--- src/rtl/layer_scheduler_pkg.sv ---
// rtl/layer_scheduler_pkg.sv - shared state encoding and index width helper for the layer scheduler
package layer_scheduler_pkg;

    typedef enum logic [2:0] {
        ST_IDLE     = 3'd0,
        ST_BIAS     = 3'd1,
        ST_MAC      = 3'd2,
        ST_ACTIVATE = 3'd3,
        ST_STORE    = 3'd4,
        ST_DONE     = 3'd5
    } layer_state_t;

    // A count of one still needs a one-bit index so ports never collapse to zero width.
    function automatic int index_width(input int n);
        int w;
        w = $clog2(n);
        return (w < 1) ? 1 : w;
    endfunction

endpackage

--- src/rtl/index_counter.sv ---
// rtl/index_counter.sv - modulo-COUNT index counter with explicit terminal compare
module index_counter
    import layer_scheduler_pkg::*;
#(
    parameter int COUNT = 4,
    localparam int W = index_width(COUNT)
) (
    input  logic         clock,
    input  logic         reset,
    input  logic         clear,
    input  logic         enable,
    output logic [W-1:0] count,
    output logic         terminal
);

    localparam logic [W-1:0] LAST = W'(COUNT - 1);

    assign terminal = (count == LAST);

    // Wrap on the terminal compare so non-power-of-two counts never overrun.
    always_ff @(posedge clock) begin
        if (reset || clear) begin
            count <= '0;
        end else if (enable) begin
            count <= terminal ? '0 : count + 1'b1;
        end
    end

endmodule

--- src/rtl/layer_scheduler.sv ---
// rtl/layer_scheduler.sv - sequences bias/MAC/activate/store over all neurons of a layer
module layer_scheduler
    import layer_scheduler_pkg::*;
#(
    parameter int NUM_INPUTS  = 16,
    parameter int NUM_NEURONS = 8,
    localparam int NW = index_width(NUM_NEURONS),
    localparam int IW = index_width(NUM_INPUTS)
) (
    input  logic          clock,
    input  logic          reset,
    input  logic          inputs_ready,
    input  logic          outputs_taken,
    output logic          busy,
    output logic [NW-1:0] neuron_num,
    output logic [IW-1:0] weight_num,
    output logic [IW-1:0] mac_input_num,
    output logic          load_bias,
    output logic          accumulate,
    output logic          activate,
    output logic          store,
    output logic          outputs_valid
);

    layer_state_t  state;
    layer_state_t  state_next;

    logic [IW-1:0] in_count;
    logic          in_terminal;
    logic [NW-1:0] nr_count;
    logic          nr_terminal;

    logic          in_clear;
    logic          in_enable;
    logic          nr_clear;
    logic          nr_enable;

    // The input counter only runs inside MAC; the neuron index holds through DONE
    // so the last stored slot stays visible until the output vector is taken.
    assign in_enable = (state == ST_MAC);
    assign in_clear  = (state != ST_MAC);
    assign nr_enable = (state == ST_STORE) && !nr_terminal;
    assign nr_clear  = (state == ST_DONE) && outputs_taken;

    index_counter #(
        .COUNT (NUM_INPUTS)
    ) u_input_counter (
        .clock    (clock),
        .reset    (reset),
        .clear    (in_clear),
        .enable   (in_enable),
        .count    (in_count),
        .terminal (in_terminal)
    );

    index_counter #(
        .COUNT (NUM_NEURONS)
    ) u_neuron_counter (
        .clock    (clock),
        .reset    (reset),
        .clear    (nr_clear),
        .enable   (nr_enable),
        .count    (nr_count),
        .terminal (nr_terminal)
    );

    always_ff @(posedge clock) begin
        if (reset) begin
            state <= ST_IDLE;
        end else begin
            state <= state_next;
        end
    end

    always_comb begin
        state_next = state;
        case (state)
            ST_IDLE: begin
                if (inputs_ready) begin
                    state_next = ST_BIAS;
                end
            end
            ST_BIAS: begin
                state_next = ST_MAC;
            end
            ST_MAC: begin
                if (in_terminal) begin
                    state_next = ST_ACTIVATE;
                end
            end
            ST_ACTIVATE: begin
                state_next = ST_STORE;
            end
            ST_STORE: begin
                state_next = nr_terminal ? ST_DONE : ST_BIAS;
            end
            ST_DONE: begin
                if (outputs_taken) begin
                    state_next = inputs_ready ? ST_BIAS : ST_IDLE;
                end
            end
            default: begin
                state_next = ST_IDLE;
            end
        endcase
    end

    // Prefetch the next weight one cycle ahead of its accumulate; the last MAC
    // cycle parks the address at zero ready for the next neuron's first weight.
    always_comb begin
        busy          = (state != ST_IDLE);
        weight_num    = '0;
        load_bias     = 1'b0;
        accumulate    = 1'b0;
        activate      = 1'b0;
        store         = 1'b0;
        outputs_valid = 1'b0;
        case (state)
            ST_BIAS: begin
                load_bias = 1'b1;
            end
            ST_MAC: begin
                accumulate = 1'b1;
                weight_num = in_terminal ? '0 : in_count + 1'b1;
            end
            ST_ACTIVATE: begin
                activate = 1'b1;
            end
            ST_STORE: begin
                store = 1'b1;
            end
            ST_DONE: begin
                outputs_valid = 1'b1;
            end
            default: begin
                busy = (state != ST_IDLE);
            end
        endcase
    end

    assign neuron_num = nr_count;

    // ROM output lags its address by one cycle, so the input select follows it.
    always_ff @(posedge clock) begin
        if (reset) begin
            mac_input_num <= '0;
        end else begin
            mac_input_num <= weight_num;
        end
    end

endmodule

--- config.mk ---
export PLATFORM = sky130hd
export DESIGN_NAME = layer_scheduler
export DESIGN_NICKNAME = d
export VERILOG_FILES = /design/src/rtl/layer_scheduler_pkg.sv /design/src/rtl/index_counter.sv /design/src/rtl/layer_scheduler.sv
export SDC_FILE = /design/constraint.sdc
export NUM_CORES = 1
export LEC_CHECK = 0
export ABC_AREA = 1
export CORE_UTILIZATION = 39
export CTS_BUF_LIST = sky130_fd_sc_hd__clkbuf_4 sky130_fd_sc_hd__clkbuf_8 sky130_fd_sc_hd__clkbuf_16
export CTS_CLUSTER_SIZE = 14
export DETAILED_ROUTE_END_ITERATION = 16
export GPL_TIMING_DRIVEN = 0
export PLACE_DENSITY = 0.76
export SETUP_SLACK_MARGIN = 0.05
export SLEW_MARGIN = 40
export SYNTH_ARGS = -nofsm -noshare
export SYNTH_HDL_FRONTEND = slang
export SYNTH_SLANG_ARGS = --single-unit
--- constraint.sdc ---
create_clock -name clock -period 1.1 [get_ports clock]
set_input_delay 0.11 -clock clock [delete_from_list [all_inputs] [get_ports clock]]
set_output_delay 0.11 -clock clock [all_outputs]
set_load 0.005 [all_outputs]
==> flow_metrics.env <==
export IMPL_status="finished, violations left"
export IMPL_violations="negative setup slack"
export IMPL_fmax_mhz=667.5
export IMPL_pwr_share_seq_pct=32.7
export IMPL_p_total_w=0.001730
export IMPL_vdd_drop_max_mv=1.287
export IMPL_drtAntennaViolNets=0
export IMPL_drc_errors=0
export IMPL_synth_avg_cell_area_sq_um=7.893
export IMPL_first_iter_violations=21
export IMPL_syn_to_final_growth_pct=115.7
export IMPL_switching_share_pct=35.43
export IMPL_timing_rr_start="u_input_counter.count[0]"
export IMPL_finalSetupViolations=23
export IMPL_start_util_pct=41.95
export IMPL_skew_ns=0.007773
export IMPL_end_kind="output port"
export IMPL_yosysWarnings=0
export IMPL_syn_num_nets=88
export IMPL_hpwl_microns=999.2
export IMPL_grt_max_degree=11
export IMPL_layout_commonest_cell="buf_6"
export IMPL_rows=14
export IMPL_grt_pass1_wl_microns=3594
export IMPL_rsz0062_at_grt="true"
export IMPL_layout_common_cells="buf_6, buf_4, nand2_1"
export IMPL_start_kind="flip-flop"
export IMPL_wl_microns=3010
export IMPL_io_pins=21
export IMPL_use_met2_pct=49.23
export IMPL_ctsHtreeMaxLevel=1
export IMPL_cts_buffer_depth=2
export IMPL_use_met1_pct=28.23
export IMPL_critPathCapture="weight_num[2]"
export IMPL_maxSlewViolCount=0
export IMPL_cts_sinks=14
export IMPL_antennaDiodeCount=0
export IMPL_fp_dieW_microns=42.49
export IMPL_synth_compound_area_share_pct=6.067
export IMPL_drive_above_1_share_pct=69.78
export IMPL_critical_path_max_fanout=2
export IMPL_worst_slew_pin_transition_ns=0.8145
export IMPL_gp_congestion=0.7659
export IMPL_vias=824
export IMPL_p_sw_w=0.0006129
export IMPL_rrSetupSlack_ns=-0.32
export IMPL_intPower_w=0.001117
export IMPL_synthXorXnorAreaFrac_pct=2.740
export IMPL_core_sq_um=1524
export IMPL_synth_seq_area_share_pct=43.84
export IMPL_cp_startpoint="u_input_counter.count[0]"
export IMPL_hold_path_class="input port to flip-flop"
export IMPL_io_buffers=19
export IMPL_final_nets=147
export IMPL_ctsHoldBuffers=0
export IMPL_wl_per_cell_microns=19.42
export IMPL_ys_ff_latch=14
export IMPL_path_class="flip-flop to output port"
export IMPL_die_area_sq_um=1805
export IMPL_fin_crit_ns=1.498
export IMPL_synth_adder_area_share_pct=5.871
export IMPL_die_height_microns=42.49
export IMPL_crit_required_ns=0.99
export IMPL_cap_violations=0
export IMPL_grt_overflow=0
export IMPL_use_met3_pct=6.034
export IMPL_dpl_cell_area_sq_um=869.6
export IMPL_reg2regPathDepth=8
export IMPL_via_per_inst=5.316
export IMPL_dr_pass1_iters=4
export IMPL_rr_endpoint="u_input_counter.count[2]"
export IMPL_post_synth_num_cell_types=23
export IMPL_cts_buffers_inserted=3
export IMPL_fin_crit_sh_pct=136.2
export IMPL_layout_setup_ws_ns=-0.3982
export IMPL_synth_top_family_by_area="simple AND/OR/NAND/NOR gates"
export IMPL_hold_viol=0
export IMPL_max_slew_margin_pct=45.70
export IMPL_syn_instance_count=81
export IMPL_critical_path_arrival_ns=1.39
export IMPL_power_frac_clock_pct=23.6
export IMPL_synth_simple_area_share_pct=32.09
export IMPL_fin_area_sq_um=1379
export IMPL_p_leak_nw=0.6323
export IMPL_cts_tree="yes"
export IMPL_netlist_area_sq_um=639.4
export IMPL_muxShareOfSynthArea_pct=0
export IMPL_grt_pass1_vias=809
export IMPL_power_frac_comb_pct=43.8
export IMPL_clock_latency_ns=0.30
export IMPL_grt_usage_pct=26.72
export IMPL_p_per_area_nw_per_um2=1254
export IMPL_grt_antenna_before_repair=0
export IMPL_root_buffer="clkbuf_4"
export IMPL_grt_busiest_layer="met2"
export IMPL_clk_pin_slew_ns=0.10
[routing by layer]
layer  part of all wire [%]  routed length (microns)
met3                    6.6                      199
met1                     39                     1166
met2                     50                     1495
met4                    5.0                      149
met5                      0                        0
[registers in the layout, indices dropped and copies added, names as in the netlist]
name / cells
u_neuron_counter.count: 3
mac_input_num: 4
state: 3
u_input_counter.count: 4
[power by group through the flow]
| stage | clock [W] | combinational (W) | sequential (W) |
|---|---|---|---|
| 2_1_floorplan | 0 | 0.000170 | 0.000585 |
| 3_3_place_gp | 0 | 0.000289 | 0.000590 |
| 3_5_place_dp | 0 | 0.000296 | 0.000592 |
| 4_1_cts | 0.000386 | 0.000478 | 0.000568 |
| 5_1_grt | 0.000430 | 0.000792 | 0.000567 |
| 6_report | 0.000408 | 0.000757 | 0.000565 |
[per-stage QoR]
stage | worst slack, ns | hold slack [ns] | std cells | utilization, % | setup TNS, ns
after detailed placement | -0.4434 | 0.4745 | 116 | 57.06 | -3.273
after global routing | -0.4344 | 0.3608 | 155 | 90.48 | -5.425
after global placement | -0.4041 | 0.4554 | 116 | 57.06 | -2.902
final | -0.3982 | 0.3698 | 155 | 90.48 | -4.559
after CTS | -0.3401 | 0.2406 | 143 | 79.23 | -2.941
after floorplan | 0.05060 | 0.3576 | 81 | - | 0
[worst min path at each step]
| stage | cells after the start | endpoint | from |
|---|---|---|---|
| floorplan | 3 | state[2] | outputs_taken |
| finish | 2 | u_input_counter.count[2] | reset |
| detailed placement | 2 | u_neuron_counter.count[0] | u_neuron_counter.count[0] |
| CTS | 2 | u_input_counter.count[2] | reset |
| global placement | 1 | u_input_counter.count[0] | u_input_counter.count[0] |
| global route | 2 | mac_input_num[2] | reset |
[logic make-up after synthesis]
family	Yosys count
buffers and inverters	16
flip-flops	14
AND/OR/NAND/NOR	39
AO/OA/AOI/OAI	7
adder cells (fa/ha/maj)	3
XOR/XNOR	2
[cell type report]
cell class	count	area [sq um]
plain buffers	1	3.754
clock buffers	4	36.28
fillers	63	145.1
inverters	15	65.06
multi-input cells	51	474.2
flip-flops and latches	14	301.5
well taps	16	20.02
repair buffers	54	478.0
[worst max-delay path, stage by stage, from the launching register on]
cell and delay (ns):
dfxtp_4 0.38, ha_4 0.17, xor2_2 0.19, nand2_2 0.09, buf_6 0.12, inv_2 0.03, buf_2 0.10
[repair_timing]
item,in CTS,in global routing
setup endpoints to repair,25,23
resized for setup,82,33
setup buffers,25,15
pin swaps,12,11
[synthesized netlist by cell type]
cell type / count / area (sq um)
dfxtp_1: 14 / 280.3
nand2_1: 11 / 41.29
inv_1: 9 / 33.78
nor2_1: 7 / 26.28
nor3_1: 6 / 30.03
inv_2: 5 / 18.77
nand3_1: 5 / 25.02
a21oi_1: 3 / 15.01
ha_1: 3 / 37.54
nand3b_1: 2 / 15.01
nor2_2: 2 / 12.51
nor2_4: 2 / 22.52
xor2_1: 2 / 17.52
a31oi_1: 1 / 6.260
clkbuf_1: 1 / 3.750
clkinv_1: 1 / 3.750
nand2_2: 1 / 6.260
nand3_2: 1 / 10.01
nand4_1: 1 / 6.260
nor3_2: 1 / 10.01
o21a_1: 1 / 7.510
o21ai_0: 1 / 5.000
o21ai_1: 1 / 5.000
No activity file was read; power rests on OpenSTA's default activity.
